**src/rtl/inst_fetch_queue.sv**
```systemverilog
`default_nettype none
// ============================================================================
// Module      : inst_fetch_queue
// Description : PC owner plus DEPTH-entry (addr, inst) circular queue feeding
//               decode over valid/ready. Define IFQ_BYPASS_EN for the
//               zero-latency empty-queue bypass.
// Revision    : 1.0 - initial release
// ============================================================================
module inst_fetch_queue #(
    parameter int              XLEN     = 32,
    parameter int              DEPTH    = 4,
    parameter logic [XLEN-1:0] RESET_PC = '0,
    parameter logic [XLEN-1:0] NOP_INST = 'h13
) (
    input  logic                       clk,
    input  logic                       rst_n,
    output logic [XLEN-1:0]            rom_addr_o,
    input  logic [XLEN-1:0]            rom_inst_i,
    input  logic                       hold_i,
    input  logic                       jump_en_i,
    input  logic [XLEN-1:0]            jump_addr_i,
    output logic                       out_valid_o,
    input  logic                       out_ready_i,
    output logic [XLEN-1:0]            out_inst_o,
    output logic [XLEN-1:0]            out_inst_addr_o,
    output logic [$clog2(DEPTH+1)-1:0] count_o
);

    localparam int AW = $clog2(DEPTH);
    localparam int CW = $clog2(DEPTH+1);

    logic [XLEN-1:0] pc_q, pc_d;
    logic [AW-1:0]   wr_ptr_q, wr_ptr_d;
    logic [AW-1:0]   rd_ptr_q, rd_ptr_d;
    logic [CW-1:0]   count_q, count_d;
    logic [XLEN-1:0] addr_mem_q [DEPTH];
    logic [XLEN-1:0] inst_mem_q [DEPTH];

    logic            w_empty;
    logic            w_full;
    logic            w_pop;
    logic            w_push;
    logic            w_bypass;
    logic            w_wr;
    logic [XLEN-1:0] w_jump_target;

    assign w_empty       = (count_q == '0);
    assign w_full        = (count_q == CW'(DEPTH));
    assign w_pop         = ~w_empty & out_ready_i & ~jump_en_i;
    assign w_push        = ~jump_en_i & ~hold_i & (~w_full | w_pop);
    assign w_jump_target = jump_addr_i & ~XLEN'(3);

`ifdef IFQ_BYPASS_EN
    // Empty queue with a ready consumer: hand the fetched word straight through.
    assign w_bypass = w_empty & w_push & out_ready_i;
`else
    assign w_bypass = 1'b0;
`endif

    assign w_wr = w_push & ~w_bypass;

    always_comb begin
        pc_d     = pc_q;
        wr_ptr_d = wr_ptr_q;
        rd_ptr_d = rd_ptr_q;
        count_d  = count_q + CW'(w_wr) - CW'(w_pop);
        if (jump_en_i) begin
            pc_d     = w_jump_target;
            wr_ptr_d = '0;
            rd_ptr_d = '0;
            count_d  = '0;
        end else begin
            if (w_push) pc_d     = pc_q + XLEN'(4);
            if (w_wr)   wr_ptr_d = wr_ptr_q + AW'(1);
            if (w_pop)  rd_ptr_d = rd_ptr_q + AW'(1);
        end
    end

    always_ff @(posedge clk or negedge rst_n) begin
        if (!rst_n) begin
            pc_q     <= RESET_PC;
            wr_ptr_q <= '0;
            rd_ptr_q <= '0;
            count_q  <= '0;
        end else begin
            pc_q     <= pc_d;
            wr_ptr_q <= wr_ptr_d;
            rd_ptr_q <= rd_ptr_d;
            count_q  <= count_d;
        end
    end

    // Payload storage needs no reset: count_q gates every read of it.
    always_ff @(posedge clk) begin
        if (w_wr) begin
            addr_mem_q[wr_ptr_q] <= pc_q;
            inst_mem_q[wr_ptr_q] <= rom_inst_i;
        end
    end

    assign rom_addr_o  = pc_q;
    assign count_o     = count_q;
    assign out_valid_o = (~w_empty & ~jump_en_i) | w_bypass;

    always_comb begin
        out_inst_o      = NOP_INST;
        out_inst_addr_o = '0;
        if (w_bypass) begin
            out_inst_o      = rom_inst_i;
            out_inst_addr_o = pc_q;
        end else if (!w_empty) begin
            out_inst_o      = inst_mem_q[rd_ptr_q];
            out_inst_addr_o = addr_mem_q[rd_ptr_q];
        end
    end

endmodule
`default_nettype wire
```
**config.mk**
```make
export PLATFORM = sky130hd
export DESIGN_NAME = inst_fetch_queue
export DESIGN_NICKNAME = d
export VERILOG_FILES = /design/src/rtl/inst_fetch_queue.sv
export SDC_FILE = /design/constraint.sdc
export NUM_CORES = 1
export LEC_CHECK = 0
export BUFFER_PORTS_ARGS = -buffer_cell sky130_fd_sc_hd__buf_4
export CELL_PAD_IN_SITES_DETAIL_PLACEMENT = 0
export CELL_PAD_IN_SITES_GLOBAL_PLACEMENT = 1
export CORE_MARGIN = 8
export CORE_UTILIZATION = 48
export CTS_CLUSTER_DIAMETER = 200
export DETAILED_ROUTE_END_ITERATION = 10
export GPL_ROUTABILITY_DRIVEN = 0
export PLACE_DENSITY = 0.79
export SYNTH_ARGS = -nofsm -noshare
export SYNTH_HDL_FRONTEND = slang
export SYNTH_SLANG_ARGS = --single-unit
export TNS_END_PERCENT = 100
```
**constraint.sdc**
```tcl
create_clock -name clk -period 3.93 [get_ports clk]
set_input_delay 0.5895 -clock clk [delete_from_list [all_inputs] [get_ports clk]]
set_output_delay 0.5895 -clock clk [all_outputs]
set_load 0.03 [all_outputs]
```
==> qor.csv, run 1 <==
stage,metric,value,unit
placed_design,dp.cells,1109,
synthesis,yosys_warnings,0,
grt,grt_use_total,0.168,
clock_network,cts_tree,yes,
cells_and_area,final_nets,893,
grt,grt_antenna_before_repair,0,
clock_network,numCtsBuffers,29,
cells_and_area,layout_common_cells,"248 x edfxtp_1, 167 x buf_4, 62 x mux4_2",
sta,slew_violations,0,
grt,grt_max_degree,63,
setup_path,critPathRequiredTime,3.34,ns
power,ir_drop,263,uV
drt,num_vias,6410,
synthesis,synthesis.area,11600,sq um
synthesis,netlist-cell-type-count,44,
setup_path,worstPathArrival,2.63,ns
grt,grt_pass1_vias,6885,
setup_path,worstSetupPathType,reg2out,
die,die_h,172,um
placed_design,io_buffers,162,
sta,fin_setup_tns,0,ns
sta,setup_viol,0,
min_path,hold_class,in2async,
synthesis,synth_edf_count,248,
run,maxCapViolCount,0,
cells_and_area,final_common_cell,edfxtp_1,
die,dieArea,29400,sq um
die,dieWidth,172,um
drt,detail-route-antenna-nets,0,
drt,routedWlPerCell,21.2,um
synthesis,synth_area_leaders,"edfxtp_1 64%, mux4_2 12%, dfrtp_1 8.0%",
synthesis,seq_area_frac_synth,0.721,
clock_network,cts.sinks,285,
sta,fin_crit_sh,0.819,
grt,grt_pass1_wl,38.0,mm
sta,hold_viol_final,0,
power,p_leak,4.85,nW
synthesis,ys.flop_type,edfxtp_1,
sta,rsz0062_at_grt,no,
clock_network,clockRootBuffer,clkbuf_16,
synthesis,synth.top_cell.area_share,0.641,
outcome,status,finished clean,
die,start_util,0.483,
drt,finalWirelength,24.6,mm
sta,slew_headroom,0.333,
drt,drc,0,
sta,whs,0.0242,ns
clock_network,cts_resized,0,
setup_path,endpoint_kind,output pin,
setup_path,startpoint_type,register,
sta,max_clock_freq,311,MHz
clock_network,cts_max_level,1,
cells_and_area,multiInputGateArea,3060,sq um
die,pin_count,169,
clock_network,postCtsSetupBuffers,0,
drt,dr.pass1.iters,8,
cells_and_area,stdcell_count,1157,
sta,skew,0.0128,ns
clock_network,cts_buffer_depth,3,
cells_and_area,antenna_cells,0,
cells_and_area,drive_gt1_frac,0.341,
die,core.rowCount,57,
sta,min_period,3.22,ns
setup_path,crit_fanout,39,
clock_network,clkLatencyLatePin,0.53,ns
placed_design,dp_hpwl,15.1,mm
cells_and_area,area_growth_syn_to_layout,20.7,%
power,p_total,8.68,mW
cells_and_area,ff_latch_area,8380,sq um
synthesis,synth-seq-cells,285,
clock_network,cts.clk_slew.worst_paths,0.06,ns
synthesis,synth_cells,653,
power,power_per_cell_area,619,nW/um^2
sta,tightestPinTransition,1.00,ns
synthesis,synth_largest_area_cell,edfxtp_1,
drt,vias_per_cell,5.54,
cells_and_area,fillCellCount,1872,
synthesis,async_reset_ff_frac,0.130,
die,core,24000,sq um
clock_network,postCtsHoldBufs,0,
drt,drt_iter0_drc,427,
synthesis,synth.avg_cell_area,17.8,sq um
grt,grt_overflow,0,
[sequential cells by signal (all words and copies together), names as in the netlist]
register / cells
rd_ptr_q: 2
addr_mem_q: 120
inst_mem_q: 128
rom_addr_o: 30
wr_ptr_q: 2
count_o: 3
[per-stage QoR]
step / instance area (sq um) / util / setup WS, ns
floorplan: 11600 / - / 0.748
global placement: 13200 / 0.547 / 1.18
detailed placement: 13200 / 0.547 / 1.16
CTS: 14000 / 0.583 / 0.600
global route: 14000 / 0.583 / 0.523
finish: 14000 / 0.583 / 0.710
[final timing paths]
kind | start | endpoint | slack, ns | cells past startpoint
worst max-delay path | rd_ptr_q[0]$_DFFE_PN0P_ | out_inst_addr_o[8] | 0.71 | 4
worst min-delay path | rst_n | rom_addr_o[23]$_DFFE_PN0N_ | 0.02 | 1
worst max register to register | count_o[2]$_DFF_PN0_ | addr_mem_q[3][17]$_DFFE_PP_ | 1.30 | 4
worst min register to register | wr_ptr_q[1]$_DFFE_PN0N_ | wr_ptr_q[1]$_DFFE_PN0N_ | 0.62 | 2
max in group asynchronous | rst_n | rd_ptr_q[1]$_DFFE_PN0P_ | 3.50 | 1
min in group clk | rom_inst_i[9] | inst_mem_q[0][9]$_DFFE_PP_ | 0.26 | 1
[Yosys cell counts, types with 2 or more instances]
library cell,count
dfrtp_1,37
nor2_1,28
clkbuf_1,26
and4_1,4
nor2b_1,2
nand4_1,12
nor4_1,4
buf_2,8
mux4_2,62
ha_1,7
and2_1,64
o31ai_1,14
o21ai_0,14
a31oi_1,18
o41ai_1,3
or3_1,4
or4_1,13
inv_1,7
or2_2,3
edfxtp_1,248
nand3_1,11
xor2_1,5
nor3_1,6
xnor2_1,10
nand2_1,21
buf_4,4
[power by group]
| part | internal, mW | switching (mW) |
|---|---|---|
| sequential | 3.49 | 0.213 |
| clock | 1.48 | 1.04 |
| combinational | 1.04 | 1.41 |
| total | 6.01 | 2.67 |
[worst max-delay path, cell delays in order (launching register included)]
cell     delay, ns
dfrtp_4       0.79
buf_12        0.37
mux4_2        0.55
and2_1        0.20
buf_4         0.17
[cell families after synthesis]
kind of cell,count (synthesis),synth area share
XOR/XNOR,15,0.0113
buffers and inverters,47,0.0180
other,1,0.000323
multiplexers,63,0.121
AO/OA/AOI/OAI,52,0.0288
adder cells (fa/ha/maj),8,0.00926
flip-flops,285,0.721
AND/OR/NAND/NOR,182,0.0904
[final cells by class]
cell class	count	share of cell area
repair buffers	168	0.0908
well taps	324	0.0289
clock inverters	9	0.00482
flip-flops and latches	285	0.598
multi-input cells	324	0.218
inverters	8	0.00214
clock buffers	39	0.0573
[layer usage]
metal	share of wire	up-vias	global-route usage
met5	0	-	0
met4	0.022	0	0.0507
met3	0.063	40	0.0314
met2	0.49	210	0.283
met1	0.42	3252	0.219
li1	-	2908	-
No activity file was read; power rests on OpenSTA's default activity.
==> run 2, diff against run 1 <==
Clock period 3.93 ns to 3.16 ns, I/O delays scaled along.
==> run 2 against run 1 <==
Effect of this change:
- total power increased by 25%
- first-iteration DRC count decreased by 17%
- critical path depth unchanged
- combinational power increased by 30%
- design area increased by 1.2%
- sequential share of layout area decreased by 0.75 points
- non-clock buffer count increased by 9
- utilization increased by 0.72 points
- via count increased by 1.4%
- worst hold slack improved by 0.11 ns
- critical path type unchanged
==> qor.csv, run 2 (synthesis gave the netlist of run 1 again) <==
stage,metric,value,unit,change
outcome,status,finished clean,,
clock_network,clkLatencyLatePin,0.54,ns,about the same
drt,drc,0,,unchanged
sta,skew,0.0154,ns,+0.00265 ns
clock_network,cts.sinks,285,,unchanged
run,maxCapViolCount,0,,unchanged
sta,max_clock_freq,355,MHz,
setup_path,crit_fanout,35,,-10%
clock_network,cts_buffer_depth,3,,unchanged
clock_network,cts.clk_slew.worst_paths,0.06,ns,about the same
sta,slew_headroom,0.564,,+0.231
drt,num_vias,6501,,+1.4%
clock_network,cts_tree,yes,,
drt,detail-route-antenna-nets,0,,unchanged
sta,rsz0062_at_grt,no,,
min_path,hold_path_depth,1,,
clock_network,clockRootBuffer,clkbuf_16,,
die,dieArea,29400,sq um,unchanged
sta,fin_setup_tns,0,ns,unchanged
die,core,24000,sq um,unchanged
die,start_util,0.483,,unchanged
die,die_h,172,um,unchanged
sta,min_period,2.82,ns,
clock_network,numCtsBuffers,29,,unchanged
sta,tightestPinTransition,0.649,ns,-0.351 ns
setup_path,worstSetupPathType,reg2out,,
grt,grt_antenna_before_repair,0,,unchanged
setup_path,endpoint_kind,output pin,,
setup_path,critPathRequiredTime,2.69,ns,-0.65 ns
cells_and_area,stdcell_count,1172,,+1.3%
drt,vias_per_cell,5.55,,+0.12%
placed_design,dp_hpwl,16.4,mm,+8.2%
die,core.rowCount,57,,unchanged
power,power_per_cell_area,767,nW/um^2,+24%
grt,grt_pass1_vias,6979,,+1.4%
min_path,hold_class,in2reg,,
cells_and_area,area_growth_syn_to_layout,22.2,%,
die,dieWidth,172,um,unchanged
power,ir_drop,381,uV,+45%
cells_and_area,fillCellCount,1851,,-1.1%
cells_and_area,multiInputGateArea,3060,sq um,unchanged
grt,grt_max_degree,61,,-3.2%
sta,setup_viol,0,,unchanged
cells_and_area,regMostFlops,inst_mem_q,,
cells_and_area,final_nets,902,,+1.0%
grt,grt_overflow,0,,unchanged
drt,finalWirelength,25.0,mm,+2.0%
grt,grt_use_total,0.173,,+0.00492
die,pin_count,169,,unchanged
drt,routedWlPerCell,21.4,um,+0.65%
placed_design,io_buffers,162,,unchanged
setup_path,reg2regPathDepth,10,,+6
cells_and_area,ff_latch_area,8380,sq um,about the same
cells_and_area,largest_reg_flops,128,,unchanged
drt,drt_iter0_drc,355,,-17%
sta,fin_crit_sh,0.892,,
grt,grt_pass1_wl,39.4,mm,+3.7%
cells_and_area,layout_common_cells,"248 x edfxtp_1, 169 x buf_4, 62 x mux4_2",,
sta,hold_viol_final,0,,unchanged
clock_network,cts_resized,0,,unchanged
cells_and_area,drive_gt1_frac,0.353,,+0.0117
setup_path,startpoint_type,register,,
cells_and_area,final_common_cell,edfxtp_1,,
clock_network,cts_max_level,1,,unchanged
drt,dr.pass1.iters,5,,-3
cells_and_area,antenna_cells,0,,unchanged
sta,slew_violations,0,,unchanged
placed_design,dp.cells,1117,,+0.72%
setup_path,worstPathArrival,2.35,ns,-0.28 ns
power,p_leak,4.91,nW,+1.2%
==> run 2: cell count changes in the layout (fill, tap and decap cells not counted), sizes merged <==
cell,before,now
buf,168,176
bufinv,1,0
clkbuf,39,38
clkinvlp,0,5
dlygate4sd3,0,1
inv,7,10
==> run 2: through the flow <==
| stage | setup slack, ns | util | cell area, sq um | hold WS [ns] | total power, mW |
|---|---|---|---|---|---|
| after detailed placement | 0.764 | 0.553 | 13300 | 0.477 | 7.87 |
| final | 0.340 | 0.591 | 14200 | 0.138 | 10.9 |
| after global placement | 0.797 | 0.553 | 13300 | 0.469 | 7.81 |
| after CTS | 0.271 | 0.591 | 14200 | 0.110 | 11.0 |
| after global routing | 0.231 | 0.591 | 14200 | 0.112 | 11.4 |
| after floorplan | 0.514 | - | 11600 | 0.178 | 6.62 |
==> run 2: cell type report <==
class | count | area share
Clock inverter | 16 | 0.00793
Sequential cell | 285 | 0.590
Clock buffer | 38 | 0.0556
Inverter | 8 | 0.00212
Timing Repair Buffer | 177 | 0.0999
Multi-Input combinational cell | 324 | 0.216
Tap cell | 324 | 0.0286
==> run 2: critical path: stages, from the launching register on <==
cell	delay, ns
dfrtp_4	0.54
buf_12	0.31
mux4_2	0.55
and2_1	0.21
buf_4	0.18
==> run 2: worst paths after layout <==
| path | to | startpoint | slack (ns) |
|---|---|---|---|
| max in group asynchronous | rd_ptr_q[0]$_DFFE_PN0P_ | rst_n | 2.33 |
| min in group asynchronous | rom_addr_o[24]$_DFFE_PN0N_ | rst_n | 0.44 |
| worst max register to register | count_o[2]$_DFF_PN0_ | count_o[1]$_DFF_PN0_ | 0.74 |
| worst max-delay path | out_inst_addr_o[31] | rd_ptr_q[0]$_DFFE_PN0P_ | 0.34 |
| worst min-delay path | inst_mem_q[2][23]$_DFFE_PP_ | rom_inst_i[23] | 0.14 |
| worst min register to register | wr_ptr_q[1]$_DFFE_PN0N_ | wr_ptr_q[1]$_DFFE_PN0N_ | 0.61 |
==> run 2: report_power, final <==
part           switching [mW]  total (mW)  internal (mW)
combinational            1.84        3.18           1.34
sequential              0.203        4.54           4.33
clock                    1.39        3.17           1.78
==> run 2: what timing repair did <==
action,in CTS,in global routing
setup buffers,0,0
endpoints found under the hold margin,37,0
hold buffers,1,0
==> run 2: metal layers <==
metal | part of all wire | up-vias | GRT usage
met3 | 0.063 | 28 | 0.0273
met5 | 0 | - | 0
met1 | 0.42 | 3313 | 0.233
li1 | - | 2938 | -
met4 | 0.017 | 0 | 0.0431
met2 | 0.50 | 222 | 0.292
